$ cat config.mk
export PLATFORM = sky130hd
export DESIGN_NAME = pipelined_addsub_flat
export DESIGN_NICKNAME = d
export VERILOG_FILES = /design/src/rtl/pipelined_addsub_if.sv /design/src/rtl/pipelined_addsub.sv /design/src/flat_wrapper.sv
export SDC_FILE = /design/constraint.sdc
export NUM_CORES = 1
export LEC_CHECK = 0
export ABC_AREA = 1
export BUFFER_PORTS_ARGS = -buffer_cell sky130_fd_sc_hd__clkbuf_2
export CORE_MARGIN = 1
export CORE_UTILIZATION = 29
export CTS_BUF_LIST = sky130_fd_sc_hd__clkbuf_4
export DETAILED_ROUTE_END_ITERATION = 16
export HOLD_SLACK_MARGIN = 0.08
export SYNTH_ARGS = -nofsm -noshare
export SYNTH_HDL_FRONTEND = slang
export SYNTH_SLANG_ARGS = --single-unit
$ cat constraint.sdc
create_clock -name clk -period 21.4 [get_ports clk]
set_input_delay 1.07 -clock clk [delete_from_list [all_inputs] [get_ports clk]]
set_output_delay 1.07 -clock clk [all_outputs]
set_load 0.005 [all_outputs]
$ cat src/rtl/pipelined_addsub_if.sv
// Operand/result bundle for pipelined_addsub: valid/ready handshakes on the
// operand side (in_*) and the result side (out_*).
interface pipelined_addsub_if #(
    parameter int WIDTH = 64
);
    logic             in_valid;
    logic             in_ready;
    logic [WIDTH-1:0] a;
    logic [WIDTH-1:0] b;
    logic             cin;
    logic             sub;
    logic             out_valid;
    logic             out_ready;
    logic [WIDTH-1:0] sum;
    logic             cout;
    logic             overflow;
    logic             zero;
    logic             negative;

    modport master (
        output in_valid, a, b, cin, sub, out_ready,
        input  in_ready, out_valid, sum, cout, overflow, zero, negative
    );

    modport slave (
        input  in_valid, a, b, cin, sub, out_ready,
        output in_ready, out_valid, sum, cout, overflow, zero, negative
    );
endinterface

$ cat src/rtl/pipelined_addsub.sv
// Pipelined two's-complement adder/subtractor: each stage resolves WIDTH/STAGES
// result bits, with skewed operand/sum registers and per-stage valid/ready.
module pipelined_addsub #(
    parameter int WIDTH  = 64,
    parameter int STAGES = 4
) (
    input  logic              clk,
    input  logic              reset,
    pipelined_addsub_if.slave intf
);
    localparam int C = WIDTH / STAGES;

    if (STAGES < 1 || STAGES > WIDTH || (WIDTH % STAGES) != 0) begin : g_bad_params
        $error("pipelined_addsub: WIDTH must be a multiple of STAGES, 1 <= STAGES <= WIDTH");
    end

    logic [WIDTH-1:0] w_b_eff;
    logic             w_c0;

    // Subtraction is a + ~b + ~cin, so a borrow-in removes the implicit +1.
    assign w_b_eff = intf.sub ? ~intf.b   : intf.b;
    assign w_c0    = intf.sub ? ~intf.cin : intf.cin;

    for (genvar k = 0; k < STAGES; k++) begin : g_stage
        localparam int IW = WIDTH - k * C;
        localparam int SW = (k + 1) * C;

        logic [IW-1:0] w_a_in;
        logic [IW-1:0] w_b_in;
        logic          w_c_in;
        logic          w_valid_in;
        logic          w_ready;
        logic          w_ready_next;
        logic [C:0]    w_add;
        logic [SW-1:0] w_sum_next;

        logic          r_valid;
        logic          r_carry;
        logic [SW-1:0] r_sum;

        if (k == 0) begin : g_src
            assign w_a_in     = intf.a;
            assign w_b_in     = w_b_eff;
            assign w_c_in     = w_c0;
            assign w_valid_in = intf.in_valid;
            assign w_sum_next = w_add[C-1:0];
        end else begin : g_src
            assign w_a_in     = g_stage[k-1].g_ops.r_a;
            assign w_b_in     = g_stage[k-1].g_ops.r_b;
            assign w_c_in     = g_stage[k-1].r_carry;
            assign w_valid_in = g_stage[k-1].r_valid;
            assign w_sum_next = {w_add[C-1:0], g_stage[k-1].r_sum};
        end

        if (k == STAGES - 1) begin : g_down
            assign w_ready_next = intf.out_ready;
        end else begin : g_down
            assign w_ready_next = g_stage[k+1].w_ready;
        end

        // An empty stage always loads, so bubbles collapse under a downstream stall.
        assign w_ready = ~r_valid | w_ready_next;
        assign w_add   = {1'b0, w_a_in[C-1:0]} + {1'b0, w_b_in[C-1:0]} + {{C{1'b0}}, w_c_in};

        // NOTE: state registers use non-blocking assignments so every stage
        // samples its neighbour's pre-edge value and the pipeline shifts as one.
        always_ff @(posedge clk or posedge reset) begin
            if (reset) begin
                r_valid <= 1'b0;
                r_carry <= 1'b0;
                r_sum   <= '0;
            end else if (w_ready) begin
                r_valid <= w_valid_in;
                if (w_valid_in) begin
                    r_carry <= w_add[C];
                    r_sum   <= w_sum_next;
                end
            end
        end

        if (k < STAGES - 1) begin : g_ops
            logic [IW-C-1:0] r_a;
            logic [IW-C-1:0] r_b;

            always_ff @(posedge clk or posedge reset) begin
                if (reset) begin
                    r_a <= '0;
                    r_b <= '0;
                end else if (w_ready && w_valid_in) begin
                    r_a <= w_a_in[IW-1:C];
                    r_b <= w_b_in[IW-1:C];
                end
            end
        end else begin : g_flags
            logic r_overflow;
            logic r_zero;

            // Signed overflow: carry into the MSB differs from carry out of it.
            always_ff @(posedge clk or posedge reset) begin
                if (reset) begin
                    r_overflow <= 1'b0;
                    r_zero     <= 1'b0;
                end else if (w_ready && w_valid_in) begin
                    r_overflow <= w_a_in[C-1] ^ w_b_in[C-1] ^ w_add[C-1] ^ w_add[C];
                    r_zero     <= (w_sum_next == '0);
                end
            end
        end
    end

    assign intf.in_ready  = g_stage[0].w_ready;
    assign intf.out_valid = g_stage[STAGES-1].r_valid;
    assign intf.sum       = g_stage[STAGES-1].r_sum;
    assign intf.cout      = g_stage[STAGES-1].r_carry;
    assign intf.overflow  = g_stage[STAGES-1].g_flags.r_overflow;
    assign intf.zero      = g_stage[STAGES-1].g_flags.r_zero;
    assign intf.negative  = g_stage[STAGES-1].r_sum[WIDTH-1];
endmodule

$ cat src/flat_wrapper.sv
// flat-port wrapper written by rule: the top's interface ports become plain ports
module pipelined_addsub_flat 
#(
    parameter int WIDTH  = 64,
    parameter int STAGES = 4
)
  (clk, reset, intf_in_valid, intf_a, intf_b, intf_cin, intf_sub, intf_out_ready, intf_in_ready, intf_out_valid, intf_sum, intf_cout, intf_overflow, intf_zero, intf_negative);
  pipelined_addsub_if #(.WIDTH(WIDTH)) intf_i ();
  input  logic clk;
  input  logic reset;
  input wire logic [$bits(intf_i.in_valid)-1:0] intf_in_valid;
  input wire logic [$bits(intf_i.a)-1:0] intf_a;
  input wire logic [$bits(intf_i.b)-1:0] intf_b;
  input wire logic [$bits(intf_i.cin)-1:0] intf_cin;
  input wire logic [$bits(intf_i.sub)-1:0] intf_sub;
  input wire logic [$bits(intf_i.out_ready)-1:0] intf_out_ready;
  output wire logic [$bits(intf_i.in_ready)-1:0] intf_in_ready;
  output wire logic [$bits(intf_i.out_valid)-1:0] intf_out_valid;
  output wire logic [$bits(intf_i.sum)-1:0] intf_sum;
  output wire logic [$bits(intf_i.cout)-1:0] intf_cout;
  output wire logic [$bits(intf_i.overflow)-1:0] intf_overflow;
  output wire logic [$bits(intf_i.zero)-1:0] intf_zero;
  output wire logic [$bits(intf_i.negative)-1:0] intf_negative;
  assign intf_i.in_valid = intf_in_valid;
  assign intf_i.a = intf_a;
  assign intf_i.b = intf_b;
  assign intf_i.cin = intf_cin;
  assign intf_i.sub = intf_sub;
  assign intf_i.out_ready = intf_out_ready;
  assign intf_in_ready = intf_i.in_ready;
  assign intf_out_valid = intf_i.out_valid;
  assign intf_sum = intf_i.sum;
  assign intf_cout = intf_i.cout;
  assign intf_overflow = intf_i.overflow;
  assign intf_zero = intf_i.zero;
  assign intf_negative = intf_i.negative;
  pipelined_addsub #(.WIDTH(WIDTH), .STAGES(STAGES)) u_core (.clk(clk), .reset(reset), .intf(intf_i));
endmodule
==> impl_metrics.csv, run 1 <==
group,metric,value,unit
power,clkPwrFrac,26.4,%
cts,clkLatencyLatePin,0.83,ns
cts,cts.sinks,362,
finish,stdcell_area,0.0203,mm²
min_path,hold_class,"primary input to async pin",
synthesis,yosysWarningCount,0,
flow_run,drv_cap,0,
finish,most-common-layout-cells,"709 x nand2_1, 362 x dfrtp_1, 252 x o21ai_0",
finish,final_cells,3142,
global_route,antenna_found_initial,2,
sta,rsz0062_at_grt,"no",
synthesis,synth-xor-area-share,4.04,%
power,combPwrFrac,30.1,%
power,sequentialPowerShare,43.5,%
floorplan,dieArea,0.0607,mm²
floorplan,placementRows,89,
cts,post-cts-setup-buffer-count,0,
finish,syn_to_final_growth,17.1,%
power,p_leak,10.5,nW
floorplan,io_pins,204,
synthesis,synth.top_cell.area_share,52.3,%
sta,min_period,3.19,ns
floorplan,floorplan.initialDensity,29.4,%
setup_path,cp_slowest_cell,"nor2_4",
setup_path,arrival,3.93,ns
cts,clk_path_buf_depth,3,
sta,worstMarginPinSlew,1.13,ns
placement,place_hpwl,34800,µm
placement,dpl_worst_slack,17.34,ns
setup_path,crit_family,"buffers and inverters",
setup_path,crit_top_cell,"inv_2",
sta,setup_slack,18.21,ns
synthesis,synth_nets,2267,
floorplan,fp.coreArea,0.0590,mm²
synthesis,netlist_top_cells_area,"dfrtp_1 52%, nand2_1 15%, o21ai_0 7.3%, ha_1 4.3%, inv_1 4.3%",
outcome,status,"complete, no violations",
sta,finalHoldViolations,0,
synthesis,synth_top_family_by_area,"simple AND/OR/NAND/NOR gates",
placement,io_buffers,203,
sta,fin_tns_setup,0,ns
setup_path,cp_cell_sequence,"nand2_1, nor2_1, inv_2, nor2_2, inv_2, nor2_4, nor2_4, inv_2, buf_4, a21oi_1, o21ai_0, nand2_1",
sta,finClkSkew,0.0510,ns
cts,postCtsHoldBufs,0,
global_route,track_usage,15.9,%
finish,nFillCells,6246,
finish,layout_commonest_cell,"nand2_1",
global_route,first_global_vias,13896,
cts,numCtsBuffers,97,
drt,via_per_inst,4.41,
drt,wirelength,47400,µm
placement,placement.cell_area,0.0190,mm²
finish,drive_gt1_share,16.5,%
finish,multi_input_area,0.00712,mm²
setup_path,worstSetupPathType,"flip-flop to flip-flop",
global_route,grt_max_degree,157,
synthesis,synth-seq-area-share,52.3,%
setup_path,cp_max_fo,73,
drt,num_vias,13870,
sta,min_period_over_period,14.9,%
global_route,grt.overflow.total,0,
cts,htree_levels,3,
placement,place_congestion,0.873,
synthesis,syn-instance-count,2065,
sta,relSlewSlack,24.3,%
power,p_sw,0.872,mW
synthesis,avgSynthCellArea,8.39,µm²
global_route,grt_first_pass_wirelength,75500,µm
synthesis,yosys_register_bits,362,
power,max-vdd-ir-drop,0.0000538,V
cts,cts_resized,0,
setup_path,crit_buf_inv,4,
setup_path,cp-end-kind,"flip-flop",
placement,dpl.cell_count,2968,
finish,final_nets,2496,
setup_path,max_stage_delay,0.83,ns
power,p_per_area,117,mW/mm²
floorplan,die_w,246,µm
setup_path,worstPathRequired,22.15,ns
cts,clkTransAtPathRegs,0.06,ns
synthesis,synthAdderAreaFrac,5.26,%
drt,dr.pass1.iters,7,
sta,hold_ws,0.434,ns
power,sw_frac_of_total,36.8,%
synthesis,synthDistinctLibCells,39,
power,power.total,2.37,mW
cts,cts_tree,"done",
synthesis,synthMuxAreaShare,0,%
synthesis,synth_simple_gate_area_share,20.9,%
sta,fmax,0.314,GHz
sta,setup_viol_count_final,0,
drt,route.detailed.drc,0,
cts,clock_tree.root_cell,"clkbuf_4",
drt,antenna_left,0,
power,p_int,1.50,mW
synthesis,yosys.area.top_type,"dfrtp_1",
drt,wl_per_cell,15.1,µm
drt,drt_iter0_drc,817,
synthesis,syn_area,0.0173,mm²
floorplan,die_h,246,µm
finish,final_util,34.4,%
sta,final_max_slew_viol_count,0,
synthesis,synth_compound_gate_area_share,10.8,%
setup_path,cp-start-kind,"flip-flop",
finish,seq_area,0.00906,mm²
==> Yosys cell counts (all sizes together) <==
master / n
fa: 8
xor2: 56
a221oi: 1
a211oi: 3
a21oi: 52
nand2: 714
o21ai: 258
ha: 60
nand3: 61
or2: 9
nand3b: 6
dfrtp: 362
a31oi: 20
nor3: 8
inv: 201
and2: 1
nor2: 106
clkbuf: 35
o21bai: 8
buf: 48
a21boi: 3
nand4: 10
a21o: 2
o22ai: 6
xnor2: 24
a41oi: 2
o211ai: 1
==> sequential cells by signal, indices dropped and copies added, names as in the netlist <==
signal                    flops
u_core.g_stage.g_ops.r_a     96
u_core.g_stage.g_ops.r_b     96
u_core.g_stage.r_carry        3
u_core.g_stage.r_sum         96
u_core.g_stage.r_valid        3
u_core.intf.cout              1
u_core.intf.out_valid         1
u_core.intf.overflow          1
u_core.intf.sum              64
u_core.intf.zero              1
==> area by class of cell <==
cell class / instances / area share, %
diodes: 2 / 0.0247
clock buffers: 145 / 5.37
clock inverters: 27 / 0.900
inverters: 201 / 3.76
multi-input cells: 1419 / 35.1
flip-flops and latches: 362 / 44.7
well taps: 773 / 4.77
repair buffers: 213 / 5.45
==> kinds of logic after synthesis <==
kind of cell / count (synthesis)
xor+xnor: 80
buf+inv: 284
flops: 362
compound gates: 356
simple gates: 915
fa+ha+maj: 68
==> power groups by stage <==
stage,Combinational [mW],Sequential [mW],Clock (mW)
6_report,0.714,1.03,0.627
3_3_place_gp,0.709,1.04,0
2_1_floorplan,0.488,0.996,0
5_1_grt,0.828,1.06,0.694
4_1_cts,0.723,1.03,0.654
3_5_place_dp,0.718,1.05,0
==> final timing paths <==
kind	startpoint	cells after the start	endpoint	slack, ns
worst max-delay path	u_core.intf.out_valid	12	u_core.g_stage[0].r_sum[12]	18.21
worst min register to register	u_core.g_stage[1].g_ops.r_b[24]	2	u_core.g_stage[2].g_ops.r_b[8]	0.44
worst max register to register	u_core.intf.out_valid	12	u_core.g_stage[0].r_sum[12]	18.21
min in group clk	u_core.g_stage[1].g_ops.r_b[24]	2	u_core.g_stage[2].g_ops.r_b[8]	0.44
max in group asynchronous	reset	3	u_core.intf.sum[8]	19.35
worst min-delay path	reset	2	u_core.g_stage[0].g_ops.r_b[38]	0.43
==> routing by layer <==
metal  vias up  GRT usage (%)  wire length, µm
li1       7099              -                -
met1      6450           21.2            22500
met2       256           25.4            22100
met3        65           3.17             1880
met4         0           5.90              976
met5         -              0                0
Note: power is estimated with default switching activity, not from simulation.
==> run 2, diff against run 1 <==
- clock period: 21.4 -> 2.61 ns (I/O delays scaled with it)
==> impl_metrics.csv, run 2 (synthesis results as in run 1) <==
group,metric,value,unit
sta,rsz0062_at_grt,"yes",
power,p_leak,11.5,nW
cts,cts.sinks,362,
cts,cts_tree,"done",
placement,place_hpwl,35400,µm
cts,clkLatencyLatePin,0.82,ns
sta,finalHoldViolations,0,
setup_path,arrival,3.29,ns
floorplan,placementRows,89,
drt,met3_length,1850,µm
sta,finClkSkew,0.0633,ns
finish,final_nets,2750,
floorplan,die_w,246,µm
sta,min_period_over_period,97.7,%
drt,top_layer,"met4",
min_path,hold_class,"primary input to flip-flop",
drt,route.detailed.drc,0,
sta,fin_tns_setup,0,ns
global_route,grt_max_degree,128,
placement,io_buffers,203,
floorplan,floorplan.initialDensity,29.4,%
setup_path,worstPathRequired,3.35,ns
drt,drt_iter0_drc,837,
floorplan,fp.coreArea,0.0590,mm²
setup_path,worstSetupPathType,"primary input to flip-flop",
setup_path,cp_max_fo,4,
setup_path,cp-end-kind,"flip-flop",
placement,placement.cell_area,0.0193,mm²
global_route,antenna_found_initial,3,
power,clkPwrFrac,25.0,%
finish,most-common-layout-cells,"709 x nand2_1, 362 x dfrtp_1, 251 x o21ai_0",
drt,wirelength,50200,µm
power,p_sw,7.29,mW
drt,dr.pass1.iters,6,
setup_path,r2r_cells,12,
cts,clkTransAtPathRegs,0.06,ns
sta,relSlewSlack,41.3,%
min_path,holdPathStages,6,
sta,worstMarginPinSlew,0.880,ns
cts,clk_path_buf_depth,3,
cts,numCtsBuffers,99,
sta,min_period,2.55,ns
drt,num_vias,15041,
sta,final_max_slew_viol_count,0,
global_route,track_usage,17.0,%
sta,hold_ws,0.153,ns
cts,htree_levels,3,
power,p_per_area,866,mW/mm²
finish,drive_gt1_share,15.7,%
global_route,grt.overflow.total,0,
power,sw_frac_of_total,36.8,%
drt,wl_per_cell,14.8,µm
finish,layout_commonest_cell,"nand2_1",
floorplan,io_pins,204,
outcome,status,"complete, no violations",
placement,place_congestion,0.870,
drt,antenna_left,0,
power,sequentialPowerShare,42.5,%
flow_run,drv_cap,0,
drt,via_per_inst,4.44,
finish,stdcell_area,0.0229,mm²
drt,drt-met1-wl,23000,µm
global_route,first_global_vias,15706,
cts,clock_tree.root_cell,"clkbuf_4",
finish,syn_to_final_growth,32.0,%
setup_path,cp-start-kind,"primary input",
floorplan,dieArea,0.0607,mm²
drt,wl_met2,23500,µm
finish,reg.largest.list,"u_core.g_stage.g_ops.r_a x96, u_core.g_stage.g_ops.r_b x96, u_core.g_stage.r_sum x96",
power,p_int,12.5,mW
sta,setup_viol_count_final,0,
power,max-vdd-ir-drop,0.000415,V
global_route,grt_first_pass_wirelength,81300,µm
sta,fmax,0.392,GHz
floorplan,die_h,246,µm
power,combPwrFrac,32.5,%
==> run 2: changes by cell type in the layout (fill, tap and decap cells not counted), sizes merged <==
cell,before,now
clkinv,21,20
clkinvlp,0,1
buf,11,27
diode,2,1
bufinv,3,1
inv,204,201
dlygate4sd3,0,236
==> run 2: path summary, 6_finish.rpt <==
check / endpoint / slack (ns) / from
worst max-delay path: u_core.g_stage[0].r_sum[13] / 0.06 / intf_a[6]
worst min-delay path: u_core.g_stage[0].r_sum[2] / 0.15 / intf_b[1]
worst max register to register: u_core.intf.zero / 0.14 / u_core.g_stage[2].g_ops.r_b[0]
worst min register to register: u_core.g_stage[2].g_ops.r_b[1] / 0.45 / u_core.g_stage[1].g_ops.r_b[17]
max in group asynchronous: u_core.intf.sum[8] / 1.14 / reset
min in group asynchronous: u_core.g_stage[2].g_ops.r_a[15] / 0.55 / reset
==> run 2: power by group through the flow <==
stage	clock (mW)	combinational, mW	sequential, mW
after floorplan	0	4.00	8.16
after detailed placement	0	6.07	8.52
after global placement	0	6.03	8.46
after CTS	5.19	6.49	8.43
after global routing	5.47	7.45	8.61
final	4.95	6.44	8.41
==> run 2: timing repair <==
item,CTS,global route
hold endpoints to repair,493,0
buffers inserted,0,1
hold buffers,236,0
gates resized for setup,0,8
endpoints found under the setup margin,0,4
==> run 2: routing by layer <==
| layer | vias to the layer above | global-route usage, % |
|---|---|---|
| met5 | - | 0 |
| met3 | 102 | 3.06 |
| met2 | 280 | 27.8 |
| li1 | 7605 | - |
| met1 | 7054 | 21.6 |
| met4 | 0 | 8.28 |
==> run 2: stage by stage <==
step                instances  setup slack, ns  util (%)  total power [mW]
floorplan                2065            -2.37         -              12.2
global placement         2983           0.0583      32.7              14.5
detailed placement       2983           0.0977      32.7              14.6
CTS                      3386           0.0580      38.7              20.1
global route             3388          -0.0356      38.8              21.5
finish                   3388           0.0603      38.8              19.8
==> run 2: area by class of cell <==
cell class / count / area (µm²)
inverters: 201 / 758
clock inverters: 22 / 113
fillers: 6056 / 36100
clock buffers: 145 / 1090
flip-flops and latches: 362 / 9060
repair buffers: 465 / 3740
well taps: 773 / 967
diodes: 1 / 2.50
multi-input cells: 1419 / 7150
==> run 2: worst max-delay path, cell delays in order <==
cell	delay [ns]
dlygate4sd3_1	0.54
clkbuf_2	0.12
ha_1	0.35
a21oi_1	0.30
o21ai_0	0.13
a221oi_1	0.33
nand2_1	0.10
nand2_1	0.06
dlygate4sd3_1	0.54
nand3_1	0.05
dlygate4sd3_1	0.57
nand2_1	0.05
==> run 3, diff against run 2 <==
- clock period: 2.61 -> 2.05 ns (I/O delays scaled with it)
==> impl_metrics.csv, run 3 (synthesis results as in run 1) <==
group,metric,value,unit
setup_path,cp_max_fo,2,
finish,drive_gt1_share,21.0,%
cts,clkLatencyLatePin,0.83,ns
drt,num_vias,15323,
setup_path,worstSetupPathType,"flip-flop to flip-flop",
setup_path,cp-start-kind,"flip-flop",
floorplan,fp.coreArea,0.0590,mm²
outcome,status,"finished with violations",
sta,min_period,2.38,ns
power,max-vdd-ir-drop,0.000481,V
floorplan,die_w,246,µm
min_path,hold_class,"primary input to flip-flop",
setup_path,arrival,3.14,ns
drt,wirelength,50700,µm
finish,final_cells,3463,
sta,min_period_over_period,116,%
drt,wl_per_cell,14.6,µm
floorplan,dieArea,0.0607,mm²
setup_path,r2r_end,"u_core.intf.zero",
sta,setup_slack,-0.329,ns
floorplan,placementRows,89,
finish,final_nets,2818,
power,p_leak,12.0,nW
cts,clock_tree.root_cell,"clkbuf_4",
power,p_per_area,1110,mW/mm²
global_route,track_usage,17.1,%
setup_path,worstPathRequired,2.81,ns
cts,clkTransAtPathRegs,0.06,ns
setup_path,ff2ff_setup_slack,-0.33,ns
drt,dr.pass1.iters,6,
drt,antenna_left,0,
global_route,grt.overflow.total,0,
power,sequentialPowerShare,40.7,%
sta,finClkSkew,0.0734,ns
setup_path,r2r_cells,12,
placement,place_congestion,0.895,
floorplan,die_h,246,µm
outcome,violations,"setup timing",
global_route,grt_max_degree,92,
placement,place_hpwl,36500,µm
sta,rsz0062_at_grt,"yes",
drt,via_per_inst,4.42,
placement,io_buffers,203,
drt,route.detailed.drc,0,
finish,reg.largest.list,"u_core.g_stage.g_ops.r_a x96, u_core.g_stage.g_ops.r_b x96, u_core.g_stage.r_sum x96",
flow_run,drv_cap,0,
placement,dpl.cell_count,3057,
power,sw_frac_of_total,36.5,%
sta,worstMarginPinSlew,0.867,ns
power,combPwrFrac,34.4,%
finish,nFillCells,6061,
power,clkPwrFrac,24.9,%
sta,finalHoldViolations,0,
sta,fmax,0.420,GHz
setup_path,rr_startpoint,"u_core.g_stage[2].r_carry",
cts,numCtsBuffers,99,
setup_path,crit_path_end,"u_core.intf.zero",
sta,final_max_slew_viol_count,0,
cts,cts_tree,"done",
cts,cts.sinks,362,
setup_path,cp-end-kind,"flip-flop",
drt,drt_iter0_drc,834,
finish,syn_to_final_growth,37.3,%
power,p_int,16.7,mW
global_route,grt_first_pass_wirelength,81400,µm
sta,relSlewSlack,42.2,%
finish,layout_commonest_cell,"nand2_1",
power,power.total,26.3,mW
finish,most-common-layout-cells,"693 x nand2_1, 362 x dfrtp_1, 239 x o21ai_0",
global_route,antenna_found_initial,2,
setup_path,critPathLaunch,"u_core.g_stage[2].r_carry",
sta,setup_viol_count_final,7,
floorplan,io_pins,204,
power,p_sw,9.62,mW
cts,htree_levels,3,
global_route,first_global_vias,15655,
cts,clk_path_buf_depth,3,
floorplan,floorplan.initialDensity,29.4,%
-- run 3: changes by cell type in the layout (fill, tap and decap cells not counted), sizes merged --
cell,change
buf,+83
clkinvlp,+2
dlygate4sd3,-14
clkbuf,+3
bufinv,+1
-- run 3: worst min-delay path by stage --
| stage | start | end | slack, ns | depth (start not counted) |
|---|---|---|---|---|
| 6_report | intf_b[13] | u_core.g_stage[0].r_sum[13] | 0.1 | 7 |
| 5_1_grt | intf_b[13] | u_core.g_stage[0].r_sum[13] | 0.1 | 7 |
| 4_1_cts | intf_b[41] | u_core.g_stage[0].g_ops.r_b[25] | 0.08 | 5 |
| 3_5_place_dp | reset | u_core.g_stage[1].g_ops.r_b[23] | 0.15 | 2 |
| 3_3_place_gp | reset | u_core.g_stage[1].g_ops.r_b[23] | 0.16 | 2 |
| 2_1_floorplan | intf_a[32] | u_core.g_stage[0].g_ops.r_a[16] | 0.22 | 2 |
-- run 3: critical path, stage by stage (launching register included) --
cell     delay [ns]
dfrtp_1        0.41
fa_2           0.42
fa_2           0.46
or2_4          0.24
nor2_1         0.08
nand2_1        0.07
nor2_2         0.09
nand3_1        0.08
nor2_1         0.11
nand3_1        0.09
nor2_1         0.12
nand4_1        0.08
nand2_1        0.06
-- run 3: power groups by stage --
| stage | clock (mW) | combinational (mW) | sequential, mW |
|---|---|---|---|
| after global routing | 7.25 | 10.4 | 11.0 |
| after global placement | 0 | 8.27 | 10.7 |
| after detailed placement | 0 | 8.32 | 10.8 |
| after floorplan | 0 | 5.14 | 10.4 |
| after CTS | 6.87 | 8.96 | 10.7 |
| final | 6.56 | 9.07 | 10.7 |
-- run 3: layer usage --
layer | share of wire [%] | global-route usage (%)
met1 | 45 | 21.7
met4 | 3.2 | 7.93
met2 | 48 | 28.4
met3 | 3.6 | 2.73
met5 | 0 | 0
-- run 3: layout make-up --
class                           count  area (µm²)  share of cell area (%)
Sequential cell                   362        9060                    38.1
Tap cell                          773         967                    4.07
Multi-Input combinational cell   1419        7440                    31.3
Antenna cell                        1        2.50                  0.0105
Timing Repair Buffer              533        4280                    18.0
Clock buffer                      149        1120                    4.70
Clock inverter                     25         160                   0.673
Inverter                          201         758                    3.19
-- run 3: repair_timing --
item                                    4_1_cts  5_1_grt
pin swaps                                    14       29
hold buffers                                225        0
gates resized for setup                      38       50
setup buffers                                 4        5
endpoints found under the hold margin       515        0
endpoints found under the setup margin       21       34
-- run 3: stage by stage --
stage	setup slack [ns]	instance area (µm²)	setup TNS, ns	util, %	hold slack, ns
floorplan	-2.91	17400	-1052.75	-	0.219
finish	-0.329	23800	-1.02	40.3	0.0960
detailed placement	-0.347	19900	-3.06	33.8	0.154
global placement	-0.357	19900	-2.28	33.8	0.156
global route	-0.461	23800	-2.31	40.3	0.0985
CTS	-0.370	23600	-1.45	40.0	0.0808
